===== src/rtl/period_meter.sv =====
// rtl/period_meter.sv - period measurement of a slow asynchronous square wave in clkin cycles
module period_meter #(
    parameter int CNT_W   = 32,
    parameter int TIMEOUT = 100000000
) (
    input  logic             clkin,
    input  logic             clr_n,
    input  logic             sig_in,
    input  logic             meas_en,
    input  logic             rd_ack,
    output logic [CNT_W-1:0] period,
    output logic             period_valid,
    output logic             overrun,
    output logic             stalled
);

    typedef enum logic [1:0] {
        S_IDLE = 2'd0,
        S_ARM  = 2'd1,
        S_MEAS = 2'd2
    } state_t;

    localparam logic [CNT_W-1:0] TO_VAL  = CNT_W'(TIMEOUT);
    localparam logic [CNT_W-1:0] CNT_ONE = {{(CNT_W-1){1'b0}}, 1'b1};

    state_t           state_q, state_d;
    logic [CNT_W-1:0] cnt_q, cnt_d;
    logic [CNT_W-1:0] period_d;
    logic             valid_d, overrun_d, stalled_d;
    logic             s1, s2, s3;
    logic             rise;
    logic             timeout;

    // s1/s2 resolve metastability; s3 only delays s2 for edge detection
    assign rise    = s2 & ~s3;
    assign timeout = (cnt_q == TO_VAL);

    always_comb begin
        state_d   = state_q;
        cnt_d     = cnt_q;
        period_d  = period;
        valid_d   = period_valid;
        overrun_d = overrun;
        stalled_d = stalled;

        if (rd_ack && period_valid) begin
            valid_d = 1'b0;
        end

        if (state_q != S_IDLE && !meas_en) begin
            state_d   = S_IDLE;
            cnt_d     = '0;
            overrun_d = 1'b0;
            stalled_d = 1'b0;
        end else begin
            case (state_q)
                S_IDLE: begin
                    cnt_d     = '0;
                    overrun_d = 1'b0;
                    stalled_d = 1'b0;
                    if (meas_en) begin
                        state_d = S_ARM;
                    end
                end
                S_ARM: begin
                    if (rise) begin
                        cnt_d   = CNT_ONE;
                        state_d = S_MEAS;
                    end else if (timeout) begin
                        stalled_d = 1'b1;
                        cnt_d     = '0;
                    end else begin
                        cnt_d = cnt_q + CNT_ONE;
                    end
                end
                S_MEAS: begin
                    if (rise) begin
                        // a simultaneous rd_ack consumes the old result, so the new one is not an overrun
                        if (period_valid && !rd_ack) begin
                            overrun_d = 1'b1;
                        end
                        period_d  = cnt_q;
                        valid_d   = 1'b1;
                        stalled_d = 1'b0;
                        cnt_d     = CNT_ONE;
                    end else if (timeout) begin
                        stalled_d = 1'b1;
                        cnt_d     = '0;
                        state_d   = S_ARM;
                    end else begin
                        cnt_d = cnt_q + CNT_ONE;
                    end
                end
                default: begin
                    state_d = S_IDLE;
                    cnt_d   = '0;
                end
            endcase
        end
    end

    always_ff @(posedge clkin) begin
        if (!clr_n) begin
            state_q      <= S_IDLE;
            cnt_q        <= '0;
            s1           <= 1'b0;
            s2           <= 1'b0;
            s3           <= 1'b0;
            period       <= '0;
            period_valid <= 1'b0;
            overrun      <= 1'b0;
            stalled      <= 1'b0;
        end else begin
            state_q      <= state_d;
            cnt_q        <= cnt_d;
            s1           <= sig_in;
            s2           <= s1;
            s3           <= s2;
            period       <= period_d;
            period_valid <= valid_d;
            overrun      <= overrun_d;
            stalled      <= stalled_d;
        end
    end

endmodule


===== config.mk =====
export PLATFORM = sky130hd
export DESIGN_NAME = period_meter
export DESIGN_NICKNAME = d
export VERILOG_FILES = /design/src/rtl/period_meter.sv
export SDC_FILE = /design/constraint.sdc
export NUM_CORES = 1
export LEC_CHECK = 0
export ABC_AREA = 1
export BUFFER_PORTS_ARGS = -buffer_cell sky130_fd_sc_hd__buf_2
export CORE_MARGIN = 2
export CORE_UTILIZATION = 55
export CTS_CLUSTER_SIZE = 16
export DETAILED_ROUTE_END_ITERATION = 6
export PLACE_DENSITY = 0.87
export SETUP_SLACK_MARGIN = 0.1
export SLEW_MARGIN = 20
export SYNTH_ARGS = -nofsm -noshare
export SYNTH_HDL_FRONTEND = slang
export SYNTH_SLANG_ARGS = --single-unit
export TNS_END_PERCENT = 100

===== constraint.sdc =====
create_clock -name clkin -period 3 [get_ports clkin]
set_input_delay 0.3 -clock clkin [delete_from_list [all_inputs] [get_ports clkin]]
set_output_delay 0.3 -clock clkin [all_outputs]
set_load 0.005 [all_outputs]

* After elaboration in Yosys (flattened, before gate mapping)
Index checks and enable logic that the tools add are counted.
** Word-level totals
- Bits in registers :: 72
- Input port bits :: 5
- Bits in read-only memories :: 0
- Latch bits :: 0
- Word-level logic and storage cells :: 61
- Memories :: 0
- Bits in writable memories :: 0
- Output and inout port bits :: 35
** Cells by class
- Add/sub/neg operators :: 1
- Magnitude comparators :: 0
- Multiplexer cells :: 18
- Bitwise gates (word level) :: 5
- Reductions and logical operators :: 17
- Div/mod/pow operators :: 0
- Multipliers :: 0
- Equality and inequality tests :: 10
- Shift operators :: 0
** Operator list (number)
- adder 32 x 1 -> 32 bit (second input constant) :: 1
- equality test 32 x 27 -> 1 bit (second input constant) :: 1
- inequality test 2 bit (second input constant) :: 7
- 2-to-1 mux 1 bit :: 11
- 2-to-1 mux 2 bit :: 4
- one-hot mux 2 bit (3 select lines) :: 1
- AND reduction 3 bit :: 2
- OR reduction 5 bit :: 1
- inverter 1 bit :: 4
- AND reduction 4 bit :: 1
- nonzero test 2 bit :: 2
- OR reduction 2 bit :: 2
- logical AND 1 bit :: 3
- one-hot mux 1 bit (3 select lines) :: 1
- nonzero test 3 bit :: 1
- OR reduction 3 bit :: 1
- equality test 2 x 1 -> 1 bit (second input constant) :: 1
- equality test 2 bit (second input constant) :: 1
- zero test 1 bit :: 2
- zero test 2 bit :: 1
- one-hot mux 1 bit (2 select lines) :: 1
- AND reduction 2 bit :: 1
- bitwise AND 1 bit :: 1

* Longest topological paths before layout
Gate-level depths: netlist of run 1.
- Depth after elaboration :: 5
- Gate-level depth with buffers :: 11
- Depth with buffers taken out :: 11

* Worst setup path before layout of run 1
Ideal clock, no wire load.
- Kind :: register to register
- Start point :: register state_q[0]
- End point :: register cnt_q[23]
- Arrival time :: 1.339 ns
- Period minus slack after synthesis :: 1.456 ns
- Data required time :: 2.883 ns
- Setup time :: 0.117 ns
- Cell stages (with the launch flop) :: 10
- Path buffers :: 1
- Slack :: 1.544 ns
- Cells stage by stage :: dfxtp_1 inv_1 ha_1 nor2_1 nor2_2 nand2_1 nor2_2 nand2_2 buf_6 nor3_2
** Between the ends
- Longest elaborated chain between the ends :: 4
- Elaborated cells between the ends (all ways) :: 7
- Classes of those cells :: eq/ne: 2; bitwise: 1; reduce/logical: 4
** Ends and longest elaborated chain
- start: declaration :: RTL line 26 : state_t state_q, state_d;
- start signal: assignment :: RTL line 114 : state_q <= state_d;
- equality test 2 bit / equality test 2 x 1 -> 1 bit (equally long branches) :: RTL line 56 : case (state_q)
- OR reduction 2 bit (no line)
- inverter 1 bit (no line)
- OR reduction 5 bit (no line) (*)
- end signal: assignment :: RTL line 115 : cnt_q <= cnt_d;
- end: declaration :: RTL line 27 : logic [CNT_W-1:0] cnt_q, cnt_d;
Mark *: on every way between the ends. The rest lies on a longest branch, timed or not.
A chain may end at the register's enable or synchronous reset.

* Worst setup path after layout of run 1
- Start point :: register state_q[0]
- End point :: register cnt_q[19]
Same word-level chain as after synthesis.

==> results.py, run 1 <==
metrics = {
    "run_status": {
        "status": "completed",
    },
    "route": {
        "first_pass_iters": 4,
        "drc": 0,
        "drtIter0Drc": 139,
        "vias": 3033,
        "ant_nets": 0,
        "routed_wl_mm": 7.377,
        "avgViaCountPerCell": 5.229,
        "drt-wirelength-per-cell_um": 12.72,
    },
    "sta": {
        "post-route-period-util_pct": 65.43,
        "hold_viol_final": 0,
        "fin_tns_setup_ns": 0,
        "fin_crit_ns": 1.963,
        "maxSlewViolCount": 0,
        "setup_viol": 0,
        "timing.final.ws_setup_ns": 1.037,
        "hold_ws_ns": 0.1347,
        "tightest_slew_ns": 0.6552,
        "fmax_mhz": 509.5,
        "rsz0062_at_grt": "no",
        "fin_worst_skew_ns": 0.005391,
        "timing.slew.headroom_pct": 56.17,
    },
    "die": {
        "die_w_um": 81.66,
        "core.rowCount": 28,
        "initial_core_util_pct": 56.36,
        "die_h_um": 81.66,
        "ioPinCount": 40,
        "core-area_sq_um": 5886,
        "dieArea_sq_um": 6668,
    },
    "cells_and_area": {
        "layout_commonest_cell": "nand2_1",
        "final_util_pct": 64.12,
        "antenna_cells": 0,
        "nets": 511,
        "design_area_sq_um": 3774,
        "area_growth_syn_to_layout_pct": 13.77,
        "final_cell_mix": "99 x nand2_1, 72 x dfxtp_1, 57 x inv_1, 57 x a21oi_1, 44 x nor2_1",
        "drive_above_1_share_pct": 17.43,
        "fillCellCount": 536,
    },
    "setup_path": {
        "reg2reg_from": "state_q[0]$_SDFFE_PP0P_",
        "rrSetupSlack_ns": 1.04,
        "path_max_fanout": 31,
        "cp_slowest_cell": "nand2_2",
        "crit_path_cell_trace": "inv_1 -> ha_1 -> nor2_1 -> nor2_2 -> nand2_1 -> nor2_2 -> nand2_2 -> nor3_1",
        "crit_path_end_kind": "register",
        "critical_path.max_stage_delay_ns": 0.49,
        "path_class": "register to register",
        "crit_family": "simple AND/OR/NAND/NOR gates",
        "critical_path_cell_count": 8,
        "start_kind": "register",
        "crit_top_cell": "nor2_2",
        "reg2reg_to": "cnt_q[19]$_SDFF_PP0_",
        "path_buf_inv": 1,
        "cp_data_required_time_ns": 3.21,
        "r2r_cells": 8,
        "arrival_ns": 2.18,
    },
    "pwr": {
        "p_leak_nw": 1.444,
        "power_density_nw_per_um2": 553.6,
        "ir_drop_v": 0.0005551,
    },
    "run": {
        "maxCapViolCount": 0,
    },
    "placed_design": {
        "io_buffer_count": 39,
        "postPlaceCellArea_sq_um": 3538,
        "gp_congestion": 0.9538,
        "hpwl_mm": 5.497,
        "place_ws_ns": 0.9115,
    },
    "global_routing": {
        "antenna_found_initial": 0,
        "grt_max_degree": 65,
        "grt_pass1_wl_mm": 11.90,
        "track_usage_pct": 23.66,
        "overflow": 0,
        "grt_pass1_vias": 2731,
    },
    "cts": {
        "clock_path_buffers": 2,
        "htree_levels": 3,
        "root_buffer": "clkbuf_8",
        "cts_tree": "done",
        "clock_latency_ns": 0.35,
        "cts.hold.buffers_added": 0,
        "clock-sinks": 72,
        "cts.clk_slew.worst_paths_ns": 0.07,
        "ctsResizeCount": 0,
        "post_cts_buffers": 0,
        "numCtsBuffers": 9,
    },
    "min_path": {
        "hp-start": "sig_in",
        "hold_end": "s1$_SDFF_PN0_",
        "min_path_type": "input port to register",
        "min_path_cells": 3,
    },
    "synthesis": {
        "ys_types": 26,
        "synth_nets": 471,
        "synth_area_per_cell_sq_um": 7.211,
        "syn_area_sq_um": 3317,
        "synth_seq_cells": 72,
        "synth_seq_area_share_pct": 43.46,
        "yosys_warnings": 0,
        "syn_inst": 460,
    },
}
cells in the mapped netlist, drive strengths merged:
| library cell | n | area, sq um |
|---|---|---|
| nand3 | 22 | 127.6 |
| inv | 62 | 232.7 |
| dfxtp | 72 | 1441 |
| nor2 | 60 | 295.3 |
| a21oi | 57 | 285.3 |
| o311ai | 1 | 8.760 |
| buf | 9 | 63.81 |
| xor2 | 6 | 52.55 |
| o211ai | 1 | 7.510 |
| nor3 | 12 | 75.07 |
| nand4 | 6 | 37.54 |
| nand2 | 104 | 402.9 |
| o21ai | 35 | 175.2 |
| nor4 | 1 | 6.260 |
| a31oi | 2 | 12.51 |
| clkbuf | 3 | 11.26 |
| or2 | 1 | 6.260 |
| ha | 6 | 75.07 |
cell type report:
type | count | area [sq um] | share of cell area [%]
Clock buffer | 12 | 155.1 | 4.111
Clock inverter | 4 | 52.55 | 1.393
Inverter | 62 | 232.7 | 6.167
Multi-Input combinational cell | 314 | 1568 | 41.54
Sequential cell | 72 | 1441 | 38.20
Tap cell | 75 | 93.84 | 2.487
Timing Repair Buffer | 41 | 230.2 | 6.101
through the flow:
step	std cells	power (W)
4_1_cts	579	0.002100
2_1_floorplan	460	0.001269
6_report	580	0.002089
3_3_place_gp	563	0.001298
5_1_grt	580	0.002187
3_5_place_dp	563	0.001320
worst reg2reg max path: stages (launching register included):
cell and delay (ns):
dfxtp_1 0.36, inv_1 0.08, ha_1 0.23, nor2_1 0.27, nor2_2 0.10, nand2_1 0.10
nor2_2 0.05, nand2_2 0.49, nor3_1 0.14
how the worst max path moves through the flow:
stage / startpoint / end / slack (ns)
2_1_floorplan: state_q[0]$_SDFFE_PP0P_ / cnt_q[23]$_SDFF_PP0_ / 1.54
3_3_place_gp: state_q[0]$_SDFFE_PP0P_ / period[13]$_SDFFE_PN0P_ / 1.09
3_5_place_dp: state_q[1]$_SDFFE_PP0P_ / period[13]$_SDFFE_PN0P_ / 0.91
4_1_cts: state_q[1]$_SDFFE_PP0P_ / period[13]$_SDFFE_PN0P_ / 0.91
5_1_grt: state_q[0]$_SDFFE_PP0P_ / cnt_q[19]$_SDFF_PP0_ / 0.88
6_report: state_q[0]$_SDFFE_PP0P_ / cnt_q[19]$_SDFF_PP0_ / 1.04
cell families (layout without fill, tap and decap cells):
family,Yosys count,after routing,share of synthesized area [%]
AND/OR/NAND/NOR,206,206,28.67
AO/OA/AOI/OAI,96,96,14.75
buffers and inverters,74,119,9.280
flip-flops,72,72,43.46
adder cells (fa/ha/maj),6,6,2.263
XOR/XNOR,6,6,1.584
state kept, by name, indices dropped and copies added (netlist names):
signal	flops
overrun	1
s3	1
s1	1
period	32
period_valid	1
stalled	1
s2	1
cnt_q	32
state_q	2
per-layer routing:
layer | global-route usage (%) | share of wire (%) | vias to the layer above | routed length (um)
li1 | - | - | 1557 | -
met1 | 28.86 | 46 | 1388 | 3381
met2 | 38.61 | 47 | 74 | 3473
met3 | 8.681 | 5.4 | 14 | 396
met4 | 8.167 | 1.7 | 0 | 126
met5 | 0 | 0 | - | 0
report_power, final:
part / switching [W] / internal, W / total [W]
Sequential: 0.0000223 / 0.000992 / 0.00101
Clock: 0.000354 / 0.000431 / 0.000785
Combinational: 0.000194 / 0.0000957 / 0.000290
Total: 0.000570 / 0.00152 / 0.00209
No activity file was read; power rests on OpenSTA's default activity.
==> run 2: changes to the inputs <==
--- a/config.mk
+++ b/config.mk
@@ -5,13 +5,13 @@
 export SDC_FILE = /design/constraint.sdc
 export NUM_CORES = 1
 export LEC_CHECK = 0
-export ABC_AREA = 1
+export ABC_AREA = 0
 export BUFFER_PORTS_ARGS = -buffer_cell sky130_fd_sc_hd__buf_2
 export CORE_MARGIN = 2
-export CORE_UTILIZATION = 55
+export CORE_UTILIZATION = 51
 export CTS_CLUSTER_SIZE = 16
 export DETAILED_ROUTE_END_ITERATION = 6
-export PLACE_DENSITY = 0.87
+export PLACE_DENSITY = 0.86
 export SETUP_SLACK_MARGIN = 0.1
 export SLEW_MARGIN = 20
 export SYNTH_ARGS = -nofsm -noshare
==> constraint.sdc (replaced) <==
create_clock -name clkin -period 1.79 [get_ports clkin]
set_input_delay 0.179 -clock clkin [delete_from_list [all_inputs] [get_ports clkin]]
set_output_delay 0.179 -clock clkin [all_outputs]
set_load 0.005 [all_outputs]
==> run 2 against run 1 <==
  * Sequential cell count unchanged
  * Synthesized area is 6.4% lower
  * Power rose by 84%
  * Worst setup slack got worse by 1.2 ns
  * Core utilization grew 8.0 points
  * Sequential share of layout area shrank 4.0 points
  * Critical path depth down 1
  * First-iteration DRC count is 150% higher
  * The flow now finishes with violations (negative setup slack)
  * Combinational power up 120%
  * Maximum frequency shrank 0.65%
  * Wire length is 32% higher
==> results.py, run 2 <==
metrics = {
    "setup_path": {
        "critical_path.startpoint": "cnt_q[0]$_SDFF_PP0_",
        "endpoint": "state_q[0]$_SDFFE_PP0P_",
        "rrSetupSlack_ns": -0.19,
        "arrival_ns": 2.24,
        "crit_path_end_kind": "register",
        "reg2reg_from": "cnt_q[0]$_SDFF_PP0_",
        "path_class": "register to register",
        "start_kind": "register",
        "r2r_cells": 7,
        "reg2reg_to": "state_q[0]$_SDFFE_PP0P_",
        "cp_data_required_time_ns": 2.05,
        "path_max_fanout": 4,
    },
    "cells_and_area": {
        "nets": 466,
        "reg_top3": "cnt_q: 32 flops, period: 32 flops, state_q: 2 flops",
        "drive_above_1_share_pct": 33.91,
        "final_cell_mix": "77 x nand2_1, 64 x dfxtp_1, 47 x buf_4, 39 x buf_2",
        "area_growth_syn_to_layout_pct": 36.76,
        "antenna_cells": 0,
        "layout_commonest_cell": "nand2_1",
        "design_area_sq_um": 4245,
        "fin_cells": 535,
        "final_util_pct": 72.13,
    },
    "placed_design": {
        "dpl.cell_count": 506,
        "hpwl_mm": 5.080,
        "io_buffer_count": 39,
        "gp_congestion": 0.9065,
        "postPlaceCellArea_sq_um": 3661,
    },
    "synthesis": {
        "synth_area_leaders": "dfxtp_1 46%, nand2_1 9.8%, a21boi_0 7.7%, xor2_1 4.8%, nor2_1 4.5%",
        "synth_nets": 377,
        "async_flop_share_pct": 0,
        "synth_edf_count": 0,
        "synth_top_area_share_pct": 46.43,
        "synth.largest_area_cell": "dfxtp_1",
        "yosysMostFrequentCell": "nand2_1",
        "synth_ff_type": "dfxtp_1",
        "syn_inst": 366,
        "yosys_warnings": 0,
        "synth_seq_cells": 72,
        "synth_area_per_cell_sq_um": 8.481,
        "ys_types": 36,
        "synth_seq_area_share_pct": 46.43,
        "yosys-top-cells-count": "81 x nand2_1, 72 x dfxtp_1, 37 x nor2_1, 32 x a21boi_0",
        "syn_area_sq_um": 3104,
    },
    "cts": {
        "numCtsBuffers": 9,
        "clock_path_buffers": 2,
        "clock_latency_ns": 0.35,
        "clock-sinks": 72,
        "root_buffer": "clkbuf_8",
        "cts_tree": "done",
        "cts.hold.buffers_added": 0,
        "htree_levels": 3,
        "cts.clk_slew.worst_paths_ns": 0.08,
    },
    "die": {
        "ioPinCount": 40,
        "die_h_um": 82.02,
        "core-area_sq_um": 5886,
        "die_w_um": 82.02,
        "initial_core_util_pct": 52.74,
        "core.rowCount": 28,
        "dieArea_sq_um": 6726,
    },
    "pwr": {
        "p_sw_share_pct": 26.82,
        "p_comb_share_pct": 16.9,
        "p_leak_nw": 1.685,
        "power_density_nw_per_um2": 907.0,
        "p_int_w": 0.002818,
        "p_switching_w": 0.001033,
        "seqPwrFrac_pct": 43.0,
        "pwr-share-clk_pct": 40.2,
        "ir_drop_v": 0.0006260,
    },
    "route": {
        "first_pass_iters": 6,
        "drc": 0,
        "drt-wirelength-per-cell_um": 18.21,
        "dr_wl_met2_mm": 4.880,
        "vias": 3123,
        "routed_wl_mm": 9.743,
        "wl_met1_mm": 3.757,
        "wl_met3_um": 632,
        "highest-signal-layer": "met4",
        "avgViaCountPerCell": 5.837,
        "ant_nets": 0,
        "drtIter0Drc": 341,
    },
    "sta": {
        "post-route-period-util_pct": 110.4,
        "tightest_slew_ns": 0.4107,
        "fmax_mhz": 506.2,
        "fin_crit_ns": 1.976,
        "maxSlewViolCount": 0,
        "hold_viol_final": 0,
        "timing.final.ws_setup_ns": -0.1857,
        "setup_viol": 30,
        "timing.slew.headroom_pct": 72.37,
        "rsz0062_at_grt": "yes",
        "fin_worst_skew_ns": 0.01176,
    },
    "global_routing": {
        "grt_pass1_vias": 2827,
        "grt_max_degree": 38,
        "antenna_found_initial": 0,
        "overflow": 0,
        "track_usage_pct": 26.17,
        "grt_pass1_wl_mm": 13.25,
    },
    "run": {
        "maxCapViolCount": 0,
    },
    "run_status": {
        "failed_checks": "negative setup slack",
        "status": "complete, but fails checks",
    },
    "min_path": {
        "min_path_type": "input port to register",
    },
}
-- run 2: kinds of logic (layout without fill, tap and decap cells) --
logic type,count (synthesis),count (layout),synth area share [%]
compound gates,57,57,12.70
xor+xnor,23,23,6.489
fa+ha+maj,6,6,2.418
buf+inv,23,115,2.983
flops,72,72,46.43
mux,1,1,0.3225
simple gates,184,186,28.66
-- run 2: worst max-delay path, cell delays in order (launching register included) --
cell,delay [ns]
dfxtp_2,0.33
inv_2,0.07
ha_4,0.13
nor4b_4,0.25
nand4_1,0.19
or3b_4,0.46
a21o_1,0.21
a221oi_2,0.25
-- run 2: power groups by stage --
stage | clock (W) | sequential [W] | combinational [W]
after global routing | 0.00161 | 0.00166 | 0.000679
after detailed placement | 0 | 0.00169 | 0.000416
final | 0.00155 | 0.00165 | 0.000649
after global placement | 0 | 0.00169 | 0.000393
after floorplan | 0 | 0.00169 | 0.000289
after CTS | 0.00153 | 0.00165 | 0.000464
-- run 2: how the worst min path moves through the flow --
stage | start | depth (start not counted) | to
6_report | sig_in | 2 | s1$_SDFF_PN0_
5_1_grt | sig_in | 2 | s1$_SDFF_PN0_
4_1_cts | sig_in | 2 | s1$_SDFF_PN0_
3_5_place_dp | sig_in | 2 | s1$_SDFF_PN0_
3_3_place_gp | sig_in | 2 | s1$_SDFF_PN0_
2_1_floorplan | sig_in | 1 | s1$_SDFF_PN0_
-- run 2: timing repair --
action / in CTS / in global routing
setup endpoints to repair: 65 / 67
resized for setup: 26 / 38
setup buffers: 10 / 4
gates cloned: 0 / 3
pin swaps: 8 / 11
-- run 2: cell type report --
| class | instances | area (sq um) |
|---|---|---|
| Clock buffer | 12 | 165.2 |
| Tap cell | 75 | 93.84 |
| Clock inverter | 4 | 73.82 |
| Sequential cell | 72 | 1451 |
| Multi-Input combinational cell | 273 | 1798 |
| Inverter | 7 | 26.28 |
| Timing Repair Buffer | 92 | 636.9 |
| Fill cell | 411 | 1640 |
-- run 2: routing by layer --
metal,track usage (%),vias to the layer above
met5,0,-
met4,15.17,0
met3,5.165,48
met2,44.96,171
met1,30.10,1483
li1,-,1421
-- run 2: stage by stage --
step	power [W]	setup WS, ns	hold slack, ns	setup TNS [ns]
2_1_floorplan	0.001978	0.01146	0.3063	0
3_3_place_gp	0.002079	0.002693	0.4009	0
3_5_place_dp	0.002105	-0.07786	0.4135	-0.3157
4_1_cts	0.003652	-0.05037	0.04878	-0.05037
5_1_grt	0.003950	-0.2719	0.04803	-4.869
6_report	0.003850	-0.1857	0.04552	-2.553
